`config.mk`:
```
export PLATFORM = sky130hd
export DESIGN_NAME = pwm_capture
export DESIGN_NICKNAME = d
export VERILOG_FILES = /design/src/rtl/pwm_pkg.sv /design/src/rtl/pwm_sync_edge.sv /design/src/rtl/pwm_capture.sv
export SDC_FILE = /design/constraint.sdc
export NUM_CORES = 1
export LEC_CHECK = 0
export CORE_MARGIN = 2
export CORE_UTILIZATION = 53
export CTS_BUF_LIST = sky130_fd_sc_hd__clkbuf_8
export CTS_CLUSTER_DIAMETER = 30
export DETAILED_ROUTE_END_ITERATION = 8
export PLACE_DENSITY = 0.75
export REMOVE_ABC_BUFFERS = 1
export SLEW_MARGIN = 20
export SYNTH_ARGS = -nofsm -noshare
export SYNTH_HDL_FRONTEND = slang
export SYNTH_SLANG_ARGS = --single-unit
```
`constraint.sdc`:
```
create_clock -name clk -period 10 [get_ports clk]
set_input_delay 3 -clock clk [delete_from_list [all_inputs] [get_ports clk]]
set_output_delay 3 -clock clk [all_outputs]
set_load 0.01 [all_outputs]
```
`src/rtl/pwm_pkg.sv`:
```
// Shared definitions for the PWM generator / capture pair: FSM state
// encoding, duty-code width and the default counter width.
package pwm_pkg;

  // Duty code width matches the generator speed code.
  localparam int DUTY_W      = 3;
  // Number of quantisation levels represented by the duty code.
  localparam int DUTY_LEVELS = 1 << DUTY_W;
  // Default width of the high-time / period counters.
  localparam int CNT_W_DEF   = 16;

  typedef enum logic [1:0] {
    IDLE    = 2'd0,
    MEASURE = 2'd1,
    STUCK   = 2'd2
  } pwm_state_e;

endpackage

```
`src/rtl/pwm_sync_edge.sv`:
```
// Synchroniser for the asynchronous PWM input followed by a rise/fall
// detector on the synchronised level.
module pwm_sync_edge #(
  parameter int SYNC_STAGES = 2
) (
  input  logic clk,
  input  logic rst_n,
  input  logic pwm_in,
  output logic level,
  output logic rise,
  output logic fall
);

  logic [SYNC_STAGES-1:0] sync_r;
  logic                   level_d_r;

  // Shift pwm_in through the synchroniser chain and keep a one-cycle
  // delayed copy of the synchronised level for edge detection.
  always_ff @(posedge clk or negedge rst_n) begin
    if (!rst_n) begin
      sync_r    <= {SYNC_STAGES{1'b0}};
      level_d_r <= 1'b0;
    end else begin
      sync_r    <= {sync_r[SYNC_STAGES-2:0], pwm_in};
      level_d_r <= sync_r[SYNC_STAGES-1];
    end
  end

  assign level = sync_r[SYNC_STAGES-1];
  assign rise  = sync_r[SYNC_STAGES-1] & ~level_d_r;
  assign fall  = ~sync_r[SYNC_STAGES-1] & level_d_r;

endmodule

```
`src/rtl/pwm_capture.sv`:
```
// PWM capture and decode: measures high time and period of pwm_in in clk
// cycles and quantises the duty cycle to a 3-bit code. A missing rising
// edge for a full counter range is reported as stuck.
module pwm_capture
  import pwm_pkg::*;
#(
  parameter int CNT_W       = CNT_W_DEF,
  parameter int SYNC_STAGES = 2
) (
  input  logic              clk,
  input  logic              rst_n,
  input  logic              ena,
  input  logic              pwm_in,
  output logic [CNT_W-1:0]  high_time,
  output logic [CNT_W-1:0]  period,
  output logic [DUTY_W-1:0] duty_code,
  output logic              valid,
  output logic              stuck
);

  localparam logic [CNT_W-1:0]  CNT_ZERO   = {CNT_W{1'b0}};
  localparam logic [CNT_W-1:0]  CNT_ONE    = {{(CNT_W-1){1'b0}}, 1'b1};
  localparam logic [CNT_W-1:0]  CNT_MAX    = {CNT_W{1'b1}};
  localparam logic [CNT_W-1:0]  CNT_MAX_M1 = {{(CNT_W-1){1'b1}}, 1'b0};
  localparam logic [DUTY_W-1:0] DUTY_ZERO  = {DUTY_W{1'b0}};
  localparam logic [DUTY_W-1:0] DUTY_ONE   = {{(DUTY_W-1){1'b0}}, 1'b1};

  // Duty code = count of k in 1..7 with 8*h >= k*p. The thresholds k*p are
  // built by repeated addition at CNT_W+3 bits so nothing truncates and no
  // multiplier or divider is needed.
  function automatic logic [DUTY_W-1:0] duty_quant(
    input logic [CNT_W-1:0] h,
    input logic [CNT_W-1:0] p
  );
    logic [CNT_W+2:0]  h8;
    logic [CNT_W+2:0]  p_ext;
    logic [CNT_W+2:0]  thresh;
    logic [DUTY_W-1:0] code;
    h8     = {h, 3'b000};
    p_ext  = {3'b000, p};
    thresh = {(CNT_W+3){1'b0}};
    code   = DUTY_ZERO;
    for (int k = 1; k < DUTY_LEVELS; k++) begin
      thresh = thresh + p_ext;
      if (h8 >= thresh) begin
        code = code + DUTY_ONE;
      end else begin
        code = code;
      end
    end
    return code;
  endfunction

  logic              level_s;
  logic              rise_s;
  logic              fall_s;
  logic              srst_s;
  logic [DUTY_W-1:0] duty_s;

  pwm_state_e        state_r;
  logic [CNT_W-1:0]  cnt_p_r;
  logic [CNT_W-1:0]  cnt_h_r;
  logic              h_frozen_r;
  logic [CNT_W-1:0]  high_time_r;
  logic [CNT_W-1:0]  period_r;
  logic [DUTY_W-1:0] duty_code_r;
  logic              valid_r;
  logic              stuck_r;

  pwm_sync_edge #(
    .SYNC_STAGES (SYNC_STAGES)
  ) u_sync_edge (
    .clk    (clk),
    .rst_n  (rst_n),
    .pwm_in (pwm_in),
    .level  (level_s),
    .rise   (rise_s),
    .fall   (fall_s)
  );

  // Block disable acts as the synchronous soft clear.
  assign srst_s = ~ena;

  // Quantise the measurement currently held in the counters.
  always_comb begin
    duty_s = duty_quant(cnt_h_r, cnt_p_r);
  end

  // Capture FSM: counters, stuck detection and registered results.
  always_ff @(posedge clk or negedge rst_n) begin
    if (!rst_n) begin
      state_r     <= IDLE;
      cnt_p_r     <= CNT_ZERO;
      cnt_h_r     <= CNT_ZERO;
      h_frozen_r  <= 1'b0;
      high_time_r <= CNT_ZERO;
      period_r    <= CNT_ZERO;
      duty_code_r <= DUTY_ZERO;
      valid_r     <= 1'b0;
      stuck_r     <= 1'b0;
    end else if (srst_s) begin
      state_r     <= IDLE;
      cnt_p_r     <= CNT_ZERO;
      cnt_h_r     <= CNT_ZERO;
      h_frozen_r  <= 1'b0;
      high_time_r <= CNT_ZERO;
      period_r    <= CNT_ZERO;
      duty_code_r <= DUTY_ZERO;
      valid_r     <= 1'b0;
      stuck_r     <= 1'b0;
    end else begin
      valid_r <= 1'b0;
      case (state_r)
        IDLE: begin
          if (rise_s) begin
            // First edge only starts a measurement; nothing to report yet.
            cnt_p_r    <= CNT_ONE;
            cnt_h_r    <= CNT_ONE;
            h_frozen_r <= 1'b0;
            state_r    <= MEASURE;
          end else if (cnt_p_r >= CNT_MAX_M1) begin
            cnt_p_r <= CNT_MAX;
            stuck_r <= 1'b1;
            state_r <= STUCK;
          end else begin
            cnt_p_r <= cnt_p_r + CNT_ONE;
          end
        end
        MEASURE: begin
          if (rise_s) begin
            period_r    <= cnt_p_r;
            high_time_r <= cnt_h_r;
            duty_code_r <= duty_s;
            valid_r     <= 1'b1;
            cnt_p_r     <= CNT_ONE;
            cnt_h_r     <= CNT_ONE;
            h_frozen_r  <= 1'b0;
          end else begin
            if (cnt_p_r >= CNT_MAX_M1) begin
              cnt_p_r <= CNT_MAX;
              stuck_r <= 1'b1;
              state_r <= STUCK;
            end else begin
              cnt_p_r <= cnt_p_r + CNT_ONE;
            end
            // High time stops at the first fall so a glitch later in the
            // low phase cannot extend it.
            if (fall_s) begin
              h_frozen_r <= 1'b1;
            end else if (level_s && !h_frozen_r && (cnt_h_r != CNT_MAX)) begin
              cnt_h_r <= cnt_h_r + CNT_ONE;
            end else begin
              cnt_h_r <= cnt_h_r;
            end
          end
        end
        STUCK: begin
          if (rise_s) begin
            // Recovery edge restarts the measurement without a result.
            stuck_r    <= 1'b0;
            cnt_p_r    <= CNT_ONE;
            cnt_h_r    <= CNT_ONE;
            h_frozen_r <= 1'b0;
            state_r    <= MEASURE;
          end else begin
            state_r <= STUCK;
          end
        end
        default: begin
          state_r    <= IDLE;
          cnt_p_r    <= CNT_ZERO;
          cnt_h_r    <= CNT_ZERO;
          h_frozen_r <= 1'b0;
          stuck_r    <= 1'b0;
        end
      endcase
    end
  end

  assign high_time = high_time_r;
  assign period    = period_r;
  assign duty_code = duty_code_r;
  assign valid     = valid_r;
  assign stuck     = stuck_r;

endmodule

```
* Word level (Yosys, flattened, before mapping)
Index checks and enable logic that the tools add are counted.
** Word-level totals
- Bits in registers :: 75
- Output and inout bits :: 37
** Operators by class
- Add/subtract/negate cells :: 14
- Order comparisons :: 8
- Equality and inequality tests :: 13
- Muxes and demuxes :: 44
- Bitwise operators :: 4
- Reductions and logical operators :: 10
** Operator list (number)
- two-way mux 16 bit :: 14
- greater-or-equal comparator 19 bit :: 4
- one-hot mux 16 bit (2 select lines) :: 2
- adder 19 x 16 -> 19 bit :: 3
- adder 16 x 1 -> 16 bit, second input constant :: 2
- two-way mux 3 bit :: 9
- adder 18 x 16 -> 19 bit :: 1
- greater-or-equal comparator 19 x 16 -> 1 bit :: 1
- greater-or-equal comparator 19 x 17 -> 1 bit :: 1
- greater-or-equal comparator 19 x 18 -> 1 bit :: 1
- adder 17 x 16 -> 18 bit :: 1
- adder 3 x 1 -> 3 bit, second input constant :: 6
- adder 16 x 16 -> 17 bit :: 1
- greater-or-equal comparator 16 bit, second input constant :: 1
- != test 16 bit, second input constant :: 1
- != test 4 bit, second input constant :: 3
- two-way mux 1 bit :: 11
- two-way mux 2 bit :: 5
- != test 3 bit, second input constant :: 3
- != test 3 x 2 -> 1 bit, second input constant :: 2
- one-hot mux 2 bit (3 select lines) :: 1
- AND reduction 3 bit :: 2
- != test 2 x 1 -> 1 bit, second input constant :: 2
- one-hot mux 1 bit (2 select lines) :: 2
- other kinds (9) :: 14

* Longest topological paths before layout
- Depth after elaboration :: 17
- Mapped depth :: 44
- Depth with buffers taken out :: 43

* By module
A second synthesis with hierarchy kept.
** Unflattened totals
- Cells, all modules :: 1172
- Area total of the unflattened synthesis :: 10042.1 um^2
** By module, submodules not included
- pwm_capture :: instances 1, cells an instance 1167, area each 9952.0 um^2, sequential area each 1801.7 um^2
- pwm_sync_edge :: instances 1, cells an instance 5, area each 90.1 um^2, sequential area each 75.1 um^2

* Worst setup path before layout
OpenSTA, ideal clock, no wires.
- Path type :: reg-to-reg
- Start point :: register cnt_p_r[1]
- End point :: register duty_code_r[0], in the netlist duty_code[0]
- Library setup time :: 120 ps
- Arrival time :: 7977 ps
- Required time :: 9880 ps
- Path slack :: 1902 ps
- Stages on the path, launching flop included :: 40
- Buffers on the path :: 0
- Clock period less this slack :: 8098 ps
- Path through :: dfrtp_1 ha_1 inv_1 fa_1 xnor2_1 ha_1 and3_2 a221o_1 o21a_1 nor2_1 xnor2_1 ha_1 or3_1 o211ai_1 inv_1 a21oi_1 xnor2_1 ha_1 [4 not listed] a21o_1 a21oi_1 o21ai_0 a21o_1 a31o_2 xnor2_1 ha_1 nand4_1 nor4_1 a211o_1 a21o_1 a21o_1 a21oi_1 o31ai_1 a21oi_1 xnor3_1 nand2_1 a21boi_1
** Between the ends
- Cells in the longest elaborated chain, start to end :: 17
- Elaborated cells on any way between the ends :: 29
- Classes of those cells :: 12 x add/sub; 7 x order compare; 10 x mux
** Ends and longest elaborated chain
- start: declaration :: RTL line pwm_capture.sv:61 : logic [CNT_W-1:0] cnt_p_r;
- start signal: assignment :: RTL line pwm_capture.sv:126 : cnt_p_r <= cnt_p_r + CNT_ONE;
- start signal: assignment :: RTL line pwm_capture.sv:144 : cnt_p_r <= cnt_p_r + CNT_ONE;
- branches (longest 13 deep; another with adder 18 x 16 -> 19 bit)
- two-way mux 3 bit * :: RTL line pwm_capture.sv:45 : if (h8 >= thresh) begin
- two-way mux 3 bit * :: RTL line pwm_capture.sv:130 : if (rise_s) begin
- two-way mux 3 bit * :: RTL line pwm_capture.sv:113 : case (state_r)
- two-way mux 3 bit * :: RTL line pwm_capture.sv:101 : end else if (srst_s) begin
- end signal: assignment :: RTL line pwm_capture.sv:133 : duty_code_r <= duty_s;
- end: declaration :: RTL line pwm_capture.sv:66 : logic [DUTY_W-1:0] duty_code_r;
Mark *: on every way between the ends. The select of a mux whose other input is x is not followed.
A chain may end at the register's enable or synchronous reset.

* Final worst setup path
Ends and elaborated chain as after synthesis.

==> results list <==
- Xor-xnor portion of the synthesized cell area: 9.15%
- Site Rows: 50
- Sequential elements use 18.8% of the synthesized area.
- In the synthesized netlist the dominant register cell turns out to be dfrtp_1.
- In this run the count of I/O pins placed on the die edge is between 40 and 50.
* Per-instance average area after synthesis: around 8.3 um2
- The design draws 880 uW.
* Most common cell after layout, fill and taps aside: ha_1
- The synthesized design devotes to its leading area cell type 24.6% of total area.
* Distinct cells, synth: 75
- The post-route netlist has between 4 and 5% of its cells at a drive strength greater than 1.
- Among all stages on the critical path, the largest delay is contributed by dfrtp_2.
* Max capacitance violation total: 0
* Sequential share of power: 35.8%
* Clock sink count: 75
- Floorplan die height: around 140 um
- At the end of routability-driven placement, the weighted congestion stood at roughly 0.94.
* Pwr Density: 81.3 mW/mm2
* Critical Path Most Common Cell: ha_1
* Clk Latency, worst-skew pair: around 360 ps
* Largest family of logic cells by synthesized area: compound AO/OA/AOI/OAI gates
- Post-CTS Setup Inserts: 0
- Setup violations remaining at the end of the flow were counted as 0.
* IO buf count: 40
- Kind of end point of the critical path: flop
- Top cells by area in the synthesized netlist: ha_1, dfrtp_1, nand2_1
- Switching share of total power: 33.7%
- Global routing used 26.2% of the available tracks.
* Result of the run: completed
- After detailed routing, the number of remaining DRC violations is 0.
- The area growth from synthesis to layout is 8.51%.
- Pins over their slew limit: 0
- Via Count: 8942
- At the pin with the least slew margin, the transition time is 950 ps.
- The worst pin sits at a relative slew slack of about 37%.
- In this run the remaining antenna-violating nets after routing total 0.
- In this design, the stage delay of the slowest critical-path cell is 510 ps.
- Clock transition at the registers of the reported paths: roughly 80 ps
- The largest total area in the synthesized netlist belongs to ha_1.
- For this design, the CTS-stage hold fixing added 0 buffers.
- Number of H-tree levels: 3
- For this design the total switching power over the nets is 296 uW.
* Final period demand of the worst path: 9260 ps
- Counting flops and latches in the post-synthesis netlist gives 75.
- Int Pwr: 584 uW
* Core area: roughly 0.019 mm2
* Post-layout util: about 60%
- Clock skew on the completed layout was measured at 13.4 ps.
- Antenna violations before repair: 0
* Cells after synthesis: 1207
- Synth Warn #: 0
- Worst path required time: slightly above 10000 ps
- Total overflow reported by the global router: 0
* Detailed-placement wirelength estimate: ~20 mm
- After detailed routing, the average wire length per cell comes to 17.2 um.
* Share of the synthesized area in compound gates (AO/OA/AOI/OAI): around a quarter
* Vias in the first global route: ~8700
* Via/cell ratio: 6.03
- Proportion of power drawn by combinational gates: 38.0%
- Number of synthesized flops with an enable pin: 0
- Final-stage net count: 1447
* Max FO, Critical Path: 11
- DIE AREA: 0.0199 mm2
* Kind of start point of the critical path: flop
* Synthesized-area fraction occupied by and/or/nand/nor cells: 15.6%
* Multi-input gate area in the final layout: between 0.007 and 0.008 mm2
- Hold crit path type: reg2reg
* Total clock buffers created by CTS: 9
- The cell sitting at the root of the clock tree is a clkbuf_8.
* Initial DRC Count: 589
- The final-report hold violation count came to 0.
* Data arrival time of the critical path: 9510 ps
- In this run, post-CTS repair resized a total of 0 instances.
- Based on the critical path, the design can be clocked at up to 108 MHz.
- Standby leakage power: 0.00540 uW
* Multiplexer area fraction after synthesis: 0.790%
* Proportion of synthesized flip-flops having asynchronous set or reset: 100%
- Tcrit/Tclk final: between 90% and 100%
- Drt first pass iters: 5
- The synthesized netlist devotes 25.4% of its cell area to adder and majority cells.
- Share of total power in the clock network: between 20% and 30%
* Maximum buffer depth of the clock tree: 2
* WL final: roughly 25 mm
- The first global-routing pass estimated 42.6 mm of wire.
* Filler cell count in the final layout: approximately 1700
- The floorplan step set the die width to 141 um.
* CTS tree: done
* RSZ-0062 raised after global routing: no
- The number of antenna diodes in the final layout is 0.
- The initial utilization of the core area, before any placement, comes to 53.7%.
- In the layout the commonest cells are ha_1, nand2_1, inv_1.
- Post-synth design cell area: 0.00998 mm2
- Registers take 0.00188 mm2.
- Sum Neg Setup Slack: 0 ps
* Max IR drop VDD: about 0.064 mV
* Critical path class: reg2reg
- Pin count of the biggest net entering global routing: 76
## layer usage
layer	vias to the layer above	global-route usage, %	wire, um
met4	0	10.7	902
met3	53	2.07	832
met2	202	43.4	11800
met5	-	0	0
met1	4253	35.4	11900
li1	4434	-	-
## cells by family after synthesis
group / Yosys count
AOI/OAI and AO/OA: 374
adders and majority gates: 200
buffers and inverters: 125
and+or+nand+nor: 329
muxes: 7
DFF: 75
xor gates and xnor gates: 97
## layout make-up
type / instances / area share, %
Multi-Input combinational cell: 1007 / 70.5
Sequential cell: 75 / 17.3
Tap cell: 234 / 2.70
Clock buffer: 9 / 1.14
Inverter: 103 / 3.57
Clock inverter: 7 / 0.624
Timing Repair Buffer: 47 / 4.16
## power groups by stage
stage / logic (uW) / registers, uW / clock network [uW]
6_report: 335 / 315 / 230
2_1_floorplan: 249 / 320 / 0
4_1_cts: 333 / 314 / 234
3_5_place_dp: 331 / 320 / 0
3_3_place_gp: 320 / 320 / 0
5_1_grt: 374 / 315 / 248
## state kept, by name (all words and copies together) (netlist names)
register,cells
period,16
u_sync_edge.level_d_r,1
h_frozen_r,1
valid,1
stuck,1
state_r,2
cnt_h_r,16
u_sync_edge.sync_r,2
high_time,16
cnt_p_r,16
duty_code,3
## critical path, delay by kind of cell, from the launching register on
| kind | cells | cell delay, ps |
|---|---|---|
| DFF | 1 | 510 |
| adders and majority gates | 7 | 2440 |
| AOI/OAI and AO/OA | 17 | 3630 |
| buffers and inverters | 2 | 180 |
| xor gates and xnor gates | 6 | 1210 |
| and+or+nand+nor | 7 | 1180 |
## Yosys cell counts (10+ instances only)
cell        n
o21bai_1   17
nand2_1   136
clkbuf_1   20
a211oi_1   10
nand3_1    23
nor2b_1    14
inv_1     103
dfrtp_1    75
a21boi_0   41
ha_1      196
o21ai_0    64
nor3_1     19
and3_1     14
a21o_1     63
nor2_1     56
a21oi_1    85
nand4_1    22
xor2_1     40
o21a_1     12
xnor2_1    52
## through the flow
step	instance area [um2]	cells	hold WS (ps)	worst slack [ps]
5_1_grt	10800	1482	373	109
6_report	10800	1482	366	738
2_1_floorplan	9890	1185	331	1730
3_5_place_dp	10600	1466	342	752
4_1_cts	10800	1482	369	696
3_3_place_gp	10600	1466	352	941
## final timing paths
kind | from | to | slack, ps | cells after the start
setup / recovery | cnt_p_r[1] | duty_code[0] | 740 | 39
hold / removal | u_sync_edge.sync_r[0] | u_sync_edge.sync_r[1] | 370 | 0
setup reg to reg | cnt_p_r[1] | duty_code[0] | 740 | 39
hold reg to reg | u_sync_edge.sync_r[0] | u_sync_edge.sync_r[1] | 370 | 0
max in group asynchronous | rst_n | cnt_p_r[1] | 6570 | 1
min in group asynchronous | rst_n | high_time[1] | 2790 | 1
Power figures use the tool's default switching activity.
